## config.mk

```make
export PLATFORM = sky130hd
export DESIGN_NAME = tnn_neuron_seq
export DESIGN_NICKNAME = d
export VERILOG_FILES = /design/src/rtl/tnn_pkg.sv /design/src/rtl/tnn_lane_adder.sv /design/src/rtl/tnn_neuron_seq.sv
export SDC_FILE = /design/constraint.sdc
export NUM_CORES = 1
export LEC_CHECK = 0
export BUFFER_PORTS_ARGS = -buffer_cell sky130_fd_sc_hd__buf_2
export CORE_UTILIZATION = 45
export CTS_BUF_LIST = sky130_fd_sc_hd__clkbuf_4 sky130_fd_sc_hd__clkbuf_8
export DETAILED_ROUTE_END_ITERATION = 16
export GPL_TIMING_DRIVEN = 1
export HOLD_SLACK_MARGIN = 0.05
export MAX_ROUTING_LAYER = met4
export PLACE_DENSITY = 0.74
export REMOVE_ABC_BUFFERS = 1
export SETUP_SLACK_MARGIN = 0.2
export SLEW_MARGIN = 25
export SYNTH_ARGS = -nofsm -noshare
export SYNTH_HDL_FRONTEND = slang
export SYNTH_SLANG_ARGS = --single-unit
export TNS_END_PERCENT = 30
```

## constraint.sdc

```tcl
create_clock -name clk -period 5.35 [get_ports clk]
set_input_delay 0.535 -clock clk [delete_from_list [all_inputs] [get_ports clk]]
set_output_delay 0.535 -clock clk [all_outputs]
set_load 0.01 [all_outputs]
```

## src/rtl/tnn_pkg.sv

```systemverilog
// tnn_pkg: shared FSM state type and elaboration-time sizing helpers for the TNN neuron.
package tnn_pkg;
    typedef enum logic [1:0] {IDLE, ACCUM, DONE} state_t;

    function automatic int clog2(input int v);
        int r = 0;
        for (int i = 0; i < 31; i++) if ((1 << i) < v) r = i + 1;
        return r;
    endfunction

    function automatic int ceil_div(input int a, input int b);
        return (a + b - 1) / b;
    endfunction

    function automatic int acc_w(input int n_in, input int in_w);
        return clog2(n_in * ((1 << in_w) - 1) + 1);
    endfunction

    // A zero lane count is rejected by the top; avoid a divide-by-zero before that check fires.
    function automatic int beats(input int n_in, input int lanes);
        return lanes < 1 ? 1 : ceil_div(n_in, lanes);
    endfunction
endpackage

```

## src/rtl/tnn_lane_adder.sv

```systemverilog
// tnn_lane_adder: combinational per-beat partial sums of the positive and negative lane groups.
module tnn_lane_adder #(
    parameter int LANES = 3,
    parameter int IN_W  = 2,
    parameter int ACC_W = 5
) (
    input  logic [LANES*IN_W-1:0] i_data,
    input  logic [LANES-1:0]      i_mask,
    input  logic [LANES-1:0]      i_valid,
    output logic [ACC_W-1:0]      o_pos,
    output logic [ACC_W-1:0]      o_neg
);
    logic [ACC_W-1:0] w_x;

    always_comb begin
        o_pos = '0;
        o_neg = '0;
        w_x   = '0;
        for (int l = 0; l < LANES; l++) begin
            w_x   = i_valid[l] ? ACC_W'(i_data[l*IN_W +: IN_W]) : '0;
            o_pos = o_pos + (i_mask[l] ? w_x : '0);
            o_neg = o_neg + (i_mask[l] ? '0 : w_x);
        end
    end
endmodule

```

## src/rtl/tnn_neuron_seq.sv

```systemverilog
// tnn_neuron_seq: multi-cycle ternary threshold neuron accumulating LANES inputs per beat
// between a valid/ready input vector and a valid/ready registered result.
module tnn_neuron_seq
    import tnn_pkg::*;
#(
    parameter int          N_IN     = 9,
    parameter int          IN_W     = 2,
    parameter int          LANES    = 3,
    parameter logic [63:0] POS_MASK = 64'h188,
    parameter int          THRESH   = 1,
    localparam int         ACC_W    = acc_w(N_IN, IN_W)
) (
    input  logic                 clk,
    input  logic                 rst,
    input  logic [N_IN*IN_W-1:0] in_data,
    input  logic                 in_valid,
    output logic                 in_ready,
    output logic                 out_valid,
    input  logic                 out_ready,
    output logic                 out_fire,
    output logic [ACC_W-1:0]     out_pos_sum,
    output logic [ACC_W-1:0]     out_neg_sum
);
    localparam int BEATS = beats(N_IN, LANES);
    localparam int CNT_W = BEATS > 1 ? clog2(BEATS) : 1;
    localparam int PAD   = BEATS * LANES;
    localparam int VW    = PAD * IN_W;
    localparam logic [PAD-1:0] MASK_PAD = PAD'(POS_MASK[N_IN-1:0]);

    if (LANES < 1 || LANES > N_IN || N_IN > 64 || (POS_MASK >> N_IN) != 64'd0) begin : g_bad_cfg
        $error("tnn_neuron_seq: LANES out of range or POS_MASK wider than N_IN");
    end

    state_t                r_state;
    logic [N_IN*IN_W-1:0]  r_vec;
    logic [ACC_W-1:0]      r_pos, r_neg;
    logic [CNT_W-1:0]      r_beat;
    logic [VW-1:0]         w_vec_pad;
    logic [LANES*IN_W-1:0] w_lane_data;
    logic [LANES-1:0]      w_lane_mask, w_lane_vld;
    logic [ACC_W-1:0]      w_lane_pos, w_lane_neg, w_pos, w_neg;
    logic signed [ACC_W+1:0] w_diff;
    logic                  w_in_ready, w_accept, w_last;

    assign w_vec_pad = VW'(r_vec);

    // Lanes past N_IN on the last beat are masked off so a partial beat adds nothing.
    always_comb begin
        w_lane_data = '0;
        w_lane_mask = '0;
        w_lane_vld  = '0;
        for (int b = 0; b < BEATS; b++)
            if (r_beat == CNT_W'(b)) begin
                w_lane_data = w_vec_pad[b*LANES*IN_W +: LANES*IN_W];
                w_lane_mask = MASK_PAD[b*LANES +: LANES];
                for (int l = 0; l < LANES; l++) w_lane_vld[l] = b * LANES + l < N_IN;
            end
    end

    tnn_lane_adder #(.LANES(LANES), .IN_W(IN_W), .ACC_W(ACC_W)) u_lane_adder (
        .i_data (w_lane_data),
        .i_mask (w_lane_mask),
        .i_valid(w_lane_vld),
        .o_pos  (w_lane_pos),
        .o_neg  (w_lane_neg)
    );

    assign w_pos      = r_pos + w_lane_pos;
    assign w_neg      = r_neg + w_lane_neg;
    assign w_diff     = $signed({2'b00, w_pos}) - $signed({2'b00, w_neg});
    assign w_last     = r_beat == CNT_W'(BEATS - 1);
    assign w_in_ready = r_state == IDLE || (r_state == DONE && out_ready);
    assign w_accept   = in_valid && w_in_ready;
    assign in_ready   = w_in_ready && !rst;
    assign out_valid  = r_state == DONE && !rst;

    always_ff @(posedge clk) begin
        if (rst) begin
            r_state     <= IDLE;
            r_vec       <= '0;
            r_pos       <= '0;
            r_neg       <= '0;
            r_beat      <= '0;
            out_fire    <= 1'b0;
            out_pos_sum <= '0;
            out_neg_sum <= '0;
        end else if (w_accept) begin
            r_state <= ACCUM;
            r_vec   <= in_data;
            r_pos   <= '0;
            r_neg   <= '0;
            r_beat  <= '0;
        end else if (r_state == ACCUM) begin
            r_pos  <= w_pos;
            r_neg  <= w_neg;
            r_beat <= r_beat + 1'b1;
            if (w_last) begin
                r_state     <= DONE;
                out_pos_sum <= w_pos;
                out_neg_sum <= w_neg;
                out_fire    <= int'(w_diff) >= THRESH;
            end
        end else if (r_state == DONE && out_ready) begin
            r_state <= IDLE;
        end
    end
endmodule

```

==> results.toml, run 1 <==
[synthesis]
synth.cell_area_um2 = 2356
avgSynthCellArea_um2 = 8.267
synth_edf_count = 0
netlist_instances = 285
synth_ff_type = "dfxtp_1"
seq_area_frac_synth_pct = 36.54
ys_ff_latch = 43
ys_types = 30
yosys_warnings = 0
synthArstFlopShare_pct = 0

[clock_tree]
cts_setup_buffers = 0
clkSinkCount = 43
cts_made_buffers = 5
cts_resized = 0
insertion_delay_ns = 0.29
clock_path_buffers = 2
cts_tree = "built"
cts_hold_buf = 0
h-tree-depth = 2
clkSlewWorstSetupHoldPaths_ns = 0.08
clockRootBuffer = "clkbuf_8"

[placed_design]
placement.cell_area_um2 = 2519
gp_congestion = 0.8047
hpwl_mm = 3.341
io_buffers = 34

[worst_setup_path]
r2r-start = "r_beat[0]$_SDFFE_PP0P_"
path_depth = 16
r2r_setup_slack_ns = 1.15
critPathBufInv = 3
crit_path_end = "out_fire$_SDFFE_PP0P_"
crit_fanout = 15
required_ns = 5.54
end_kind = "register"
cp_slowest_stage_delay_ns = 0.54
start_kind = "register"
r2r_cells = 16
cp_top_family = "adder cells"
reg2reg_to = "out_fire$_SDFFE_PP0P_"
critPathLaunch = "r_beat[0]$_SDFFE_PP0P_"
worstPathArrival_ns = 4.39
path_cells = "inv_1 -> ha_1 -> nor2_1 -> nand2_1 -> fa_1 -> fa_1 -> inv_1 -> ha_1 -> inv_1 -> fa_1 -> ha_1 -> nor2_1 -> a21oi_1 -> xor2_1 -> nor3_1 -> o41ai_1"
critical_path_class = "register to register"
cp_slowest_cell = "fa_1"

[sta]
maxSlewViolCount = 0
fin_setup_tns_ns = 0
setup_violations = 0
tightest_slew_ns = 0.7196
fin_crit_ns = 4.200
rsz0062_at_grt = "false"
skew_ns = 0.004924
slew_headroom_pct = 51.88
fin_crit_sh_pct = 78.50
timing.fmax_mhz = 238.1
final-hold-violation-count = 0

[global_route]
met1_usage_pct = 23.94
grt_pass1_wl_mm = 7.686
grt_antenna_before_repair = 0
grt.busiest_layer = "met2"
grt_max_degree = 36
grt.overflow.total = 0
grt_usage_pct = 18.72
grt_pass1_vias = 1741
grtUsageMet2_pct = 30.30
grt_util_met3_pct = 4.878

[power]
comb_power_share_pct = 18.5
p_total_uw = 721.7
power.density_nw_per_um2 = 274.9
power.internal_uw = 532.0
static-leakage-power_uw = 0.001127
p_sw_share_pct = 26.29
irDropWorstVdd_mv = 0.1509
power.switching_uw = 189.8
sequentialPowerShare_pct = 47.1
p_clk_share_pct = 34.4

[routing]
wl_mm = 4.535
vias_per_cell = 4.910
drc = 0
drt_iter0_drc = 79
dr.pass1.iters = 5
ant_nets = 0
vias = 1856
avgRoutedWirePerCell_um = 12.00

[layout]
diodes = 0
area_delta_synth_final_pct = 11.42
fin_area_um2 = 2625
layout-drive-gt1-share_pct = 14.47
final-seq-area_um2 = 860.8
multi_input_area_um2 = 1348
nFillCells = 475
nNetsFinal = 361

[floorplanning]
pin_count = 35
start_util_pct = 48.28
die_w_um = 74.36
die_h_um = 74.36
dieArea_um2 = 5529
core_area_um2 = 4880
row_count = 25

[run]
cap_violations = 0

[min_path]
min_path_type = "register to register"

[status]
outcome = "completed"
how the worst min path moves through the flow:
stage	startpoint	end	cells after the start
finish	out_neg_sum[3]$_SDFFE_PP0P_	out_neg_sum[3]$_SDFFE_PP0P_	2
CTS	out_pos_sum[1]$_SDFFE_PP0P_	out_pos_sum[1]$_SDFFE_PP0P_	2
global route	in_data[1]	r_vec[1]$_SDFFE_PP0P_	3
global placement	out_neg_sum[3]$_SDFFE_PP0P_	out_neg_sum[3]$_SDFFE_PP0P_	2
floorplan	r_vec[14]$_SDFFE_PP0P_	r_vec[14]$_SDFFE_PP0P_	2
detailed placement	out_pos_sum[1]$_SDFFE_PP0P_	out_pos_sum[1]$_SDFFE_PP0P_	2
through the flow:
| stage | utilization (%) | std cells | hold slack (ns) | worst slack [ns] |
|---|---|---|---|---|
| floorplan | - | 270 | 0.4257 | 1.431 |
| global placement | 51.62 | 371 | 0.4419 | 1.259 |
| detailed placement | 51.62 | 371 | 0.4438 | 1.140 |
| CTS | 53.79 | 378 | 0.4548 | 1.119 |
| global route | 53.79 | 378 | 0.4650 | 0.7814 |
| finish | 53.79 | 378 | 0.4529 | 1.150 |
kinds of logic (layout without fill, tap and decap cells):
group / count (synthesis) / count (layout) / synth area share [%]
xor gates and xnor gates: 8 / 8 / 2.974
DFF: 43 / 43 / 36.54
and+or+nand+nor: 116 / 116 / 21.67
AOI/OAI and AO/OA: 58 / 58 / 13.97
buffers and inverters: 30 / 56 / 6.266
adders and majority gates: 28 / 28 / 17.74
muxes: 2 / 2 / 0.8497
layer usage:
layer  vias up  part of all wire [%]
met5         -                     0
met4         0                  0.60
met3         3                   3.2
met2        28                    47
met1       846                    50
li1        979                     -
layout by cell type (no fill, tap or decap):
| cell type | synthesis | routed |
|---|---|---|
| nand2_1 | 79 | 79 |
| a21oi_1 | 44 | 44 |
| dfxtp_1 | 43 | 43 |
| buf_2 | 4 | 34 |
| ha_1 | 19 | 19 |
| inv_1 | 15 | 15 |
| nor2_1 | 13 | 13 |
| fa_1 | 9 | 9 |
| xnor2_1 | 7 | 7 |
| nor3_1 | 5 | 5 |
| nand2b_1 | 5 | 5 |
| clkbuf_8 | 0 | 5 |
| a21o_1 | 4 | 4 |
| and2_1 | 4 | 4 |
| o21ai_0 | 3 | 3 |
| nand3b_1 | 3 | 3 |
| nor2b_1 | 2 | 2 |
| a22oi_1 | 2 | 2 |
| mux2i_1 | 2 | 2 |
| a211oi_2 | 2 | 2 |
| a211oi_1 | 2 | 2 |
| or3_1 | 1 | 1 |
| nor3b_1 | 1 | 1 |
| and2b_1 | 1 | 1 |
| and2_4 | 1 | 1 |
| nor3b_4 | 1 | 1 |
| xor2_1 | 1 | 1 |
| o41ai_1 | 1 | 1 |
| bufinv_16 | 0 | 1 |
| clkbuf_4 | 0 | 1 |
layout make-up:
| cell class | count | share of cell area (%) |
|---|---|---|
| Multi-Input combinational cell | 212 | 51.33 |
| Clock buffer | 6 | 2.908 |
| Sequential cell | 43 | 32.79 |
| Inverter | 15 | 2.145 |
| Clock inverter | 1 | 1.144 |
| Tap cell | 67 | 3.194 |
| Timing Repair Buffer | 34 | 6.482 |
sequential cells by signal, summed over array words and instances, names as in the netlist:
signal	count
out_fire	1
out_neg_sum	5
out_pos_sum	5
r_beat	2
r_neg	5
r_pos	5
r_state	2
r_vec	18
tightest hold or removal path, stage by stage (launching register included):
cell,delay [ns]
dfxtp_1,0.31
nand2_1,0.05
a21oi_1,0.05
synthesized netlist by cell type, types with 2 or more instances:
library cell	count	area, um2
buf_2	4	20.02
o21ai_0	3	15.01
nor2b_1	2	12.51
nand2b_1	5	31.28
a22oi_1	2	15.01
a21o_1	4	30.03
mux2i_1	2	20.02
a211oi_1	2	15.01
nor2_1	13	48.80
a21oi_1	44	220.2
dfxtp_1	43	860.8
xnor2_1	7	61.31
nor3_1	5	25.02
fa_1	9	180.2
a211oi_2	2	25.02
ha_1	19	237.7
buf_6	4	45.04
and2_1	4	25.02
clkbuf_1	6	22.52
nand2_1	79	296.5
nand3b_1	3	22.52
inv_1	15	56.30
power groups by stage:
stage	clock, uW	sequential (uW)	combinational (uW)
finish	248	340	133
floorplan	0	345	98.5
global placement	0	347	129
detailed placement	0	348	134
CTS	256	340	134
global route	269	342	152
Power figures use the tool's default switching activity.
==> run 2: changes to the inputs <==
--- a/config.mk
+++ b/config.mk
@@ -5,6 +5,7 @@
 export SDC_FILE = /design/constraint.sdc
 export NUM_CORES = 1
 export LEC_CHECK = 0
+export ABC_AREA = 1
 export BUFFER_PORTS_ARGS = -buffer_cell sky130_fd_sc_hd__buf_2
 export CORE_UTILIZATION = 45
 export CTS_BUF_LIST = sky130_fd_sc_hd__clkbuf_4 sky130_fd_sc_hd__clkbuf_8
@@ -12,7 +13,7 @@
 export GPL_TIMING_DRIVEN = 1
 export HOLD_SLACK_MARGIN = 0.05
 export MAX_ROUTING_LAYER = met4
-export PLACE_DENSITY = 0.74
+export PLACE_DENSITY = 0.77
 export REMOVE_ABC_BUFFERS = 1
 export SETUP_SLACK_MARGIN = 0.2
 export SLEW_MARGIN = 25
==> constraint.sdc (replaced) <==
create_clock -name clk -period 3.5 [get_ports clk]
set_input_delay 0.35 -clock clk [delete_from_list [all_inputs] [get_ports clk]]
set_output_delay 0.35 -clock clk [all_outputs]
set_load 0.01 [all_outputs]
==> run 2 against run 1 <==
Net effect: the run now ends with setup timing left; sequential cell count unchanged; critical path type unchanged; clock-buffer cell count unchanged; largest power group unchanged; clock power up 63%; largest cell class unchanged; via count up 16%; critical path depth up 2.
==> results.toml, run 2 <==
[synthesis]
ys_ff_latch = 43
synth_xor_area_share_pct = 1.435
synth_common_cells = "58 x inv_1, 55 x nand2_1, 43 x dfxtp_1"
netlist_instances = 316
synthAdderAreaFrac_pct = 17.12
ys_types = 28
seq_area_frac_synth_pct = 35.26
synth_top_family_by_area = "compound AO/OA/AOI/OAI gates"
avgSynthCellArea_um2 = 7.725
yosysMostFrequentCell = "inv_1"
yosys_warnings = 0
synth_top_area_share_pct = 35.26
ys_top_cells_by_area = "dfxtp_1 35%, ha_1 9.7%, inv_1 8.9%"
yosys.area_share.simple_pct = 13.69
synth_mux_area_share_pct = 0
synth_area_leader_cell = "dfxtp_1"
synth.cell_area_um2 = 2441
synth_ff_type = "dfxtp_1"
synth_edf_count = 0
synth-compound-area-share_pct = 20.25
synthArstFlopShare_pct = 0

[layout]
area_delta_synth_final_pct = 24.30
largest_register = "r_vec"
largest_register_ffs = 18
nNetsFinal = 418
final_cell_mix = "55 x nand2_1, 52 x inv_1, 41 x dfxtp_1"
diodes = 0
layout-drive-gt1-share_pct = 29.54
fin_area_um2 = 3034
layout_commonest_cell = "nand2_1"
final_util_pct = 58.66

[clock_tree]
h-tree-depth = 2
cts_made_buffers = 5
cts_hold_buf = 0
clkSinkCount = 43
clkSlewWorstSetupHoldPaths_ns = 0.08
clock_path_buffers = 2
cts_tree = "built"
insertion_delay_ns = 0.30
clockRootBuffer = "clkbuf_8"

[worst_setup_path]
cp_top_family = "adder cells"
critical_path_class = "register to register"
worstPathArrival_ns = 3.83
required_ns = 3.69
cpMostUsedCell = "nand2_1"
reg2reg_to = "out_fire$_SDFFE_PP0P_"
cp_slowest_stage_delay_ns = 0.58
cp_slowest_cell = "fa_2"
path_cells = "inv_4 -> ha_2 -> buf_4 -> nand2_1 -> inv_1 -> fa_1 -> fa_2 -> ha_2 -> fa_2 -> ha_4 -> nand2_1 -> nand2_1 -> inv_1 -> nand2_1 -> nand2_1 -> nand2_1 -> o21ai_1 -> a21oi_1"
r2r-start = "r_beat[0]$_SDFFE_PP0P_"
critPathBufInv = 4
crit_fanout = 8
end_kind = "register"
start_kind = "register"
r2r_setup_slack_ns = -0.14
r2r_cells = 18

[sta]
slew_headroom_pct = 51.25
timing.fmax_mhz = 274.6
fin_crit_sh_pct = 104.0
fin_setup_tns_ns = -0.1410
final-hold-violation-count = 0
tightest_slew_ns = 0.7305
rsz0062_at_grt = "true"
skew_ns = 0.008565
maxSlewViolCount = 0
fin_crit_ns = 3.641
setup_ws_ns = -0.1410
setup_violations = 1

[min_path]
whs_endpoint = "r_state[0]$_SDFFE_PP0P_"
min_path_type = "input pin to register"
hold_start = "rst"
whs_path_depth = 2

[status]
violations = "setup timing"
outcome = "finished, violations left"

[power]
power.density_nw_per_um2 = 451.1
irDropWorstVdd_mv = 0.2086
static-leakage-power_uw = 0.001465

[placed_design]
placement.cell_area_um2 = 2753
io_buffers = 34
hpwl_mm = 3.686
dp_slack_ns = -0.5089
gp_congestion = 0.8878

[global_route]
grt_pass1_vias = 2008
grt_pass1_wl_mm = 8.631
grt_max_degree = 39
grt.overflow.total = 0
grt_usage_pct = 20.77
grt_antenna_before_repair = 0

[routing]
dr.pass1.iters = 4
ant_nets = 0
vias_per_cell = 4.904
vias = 2153
drc = 0
drt_iter0_drc = 80
wl_mm = 5.295
avgRoutedWirePerCell_um = 12.06

[run]
cap_violations = 0

[floorplanning]
start_util_pct = 47.19
die_w_um = 75.65
core_area_um2 = 5172
row_count = 26
pin_count = 35
die_h_um = 75.65
dieArea_um2 = 5723
run 2: how the worst max path moves through the flow:
stage                           start                    end  slack, ns  depth (start not counted)
2_1_floorplan  r_beat[0]$_SDFFE_PP0P_  out_fire$_SDFFE_PP0P_      -0.30                         19
3_3_place_gp   r_beat[0]$_SDFFE_PP0P_  out_fire$_SDFFE_PP0P_      -0.35                         16
3_5_place_dp   r_beat[0]$_SDFFE_PP0P_  out_fire$_SDFFE_PP0P_      -0.51                         19
4_1_cts        r_beat[0]$_SDFFE_PP0P_  out_fire$_SDFFE_PP0P_      -0.20                         20
5_1_grt        r_beat[1]$_SDFFE_PP0P_  out_fire$_SDFFE_PP0P_      -0.38                         23
6_report       r_beat[0]$_SDFFE_PP0P_  out_fire$_SDFFE_PP0P_      -0.14                         18
run 2: repair_timing:
item / CTS / global route
endpoints found under the setup margin: 4 / 3
pin swaps: 7 / 7
cloned: 0 / 0
resized for setup: 24 / 11
buffers inserted: 2 / 5
run 2: report_power, final:
part	switching, uW	leakage, uW	internal (uW)
Sequential	12.3	0.000353	513
Combinational	247	0.00105	191
Clock	174	0.0000612	231
Total	434	0.00146	935
run 2: logic make-up (layout without fill, tap and decap cells):
family / Yosys count / count (layout)
AOI/OAI and AO/OA: 88 / 88
xor gates and xnor gates: 4 / 4
adders and majority gates: 28 / 28
buffers and inverters: 73 / 126
DFF: 43 / 43
and+or+nand+nor: 80 / 80
run 2: metal layers:
metal | part of all wire, % | wire length [um] | up-vias | global-route usage, %
met5 | 0 | 0 | - | -
met3 | 3.3 | 173 | 11 | 4.894
li1 | - | - | 1106 | -
met4 | 2.0 | 106 | 0 | 8.436
met2 | 49 | 2575 | 41 | 34.72
met1 | 46 | 2439 | 995 | 24.03
run 2: area by class of cell:
class,count,area [um2]
repair buffers,58,354.1
flip-flops and latches,43,868.3
fillers,452,2138
clock inverters,2,35.03
clock buffers,6,82.58
multi-input cells,200,1379
inverters,60,227.7
well taps,70,87.58
run 2: through the flow:
stage / cells / total power (uW) / hold WS, ns
final: 439 / 1369 / 0.3062
after global routing: 439 / 1456 / 0.3085
after CTS: 434 / 1363 / 0.3053
after detailed placement: 424 / 925.6 / 0.4372
after global placement: 424 / 906.6 / 0.4350
after floorplan: 303 / 796.2 / 0.4191
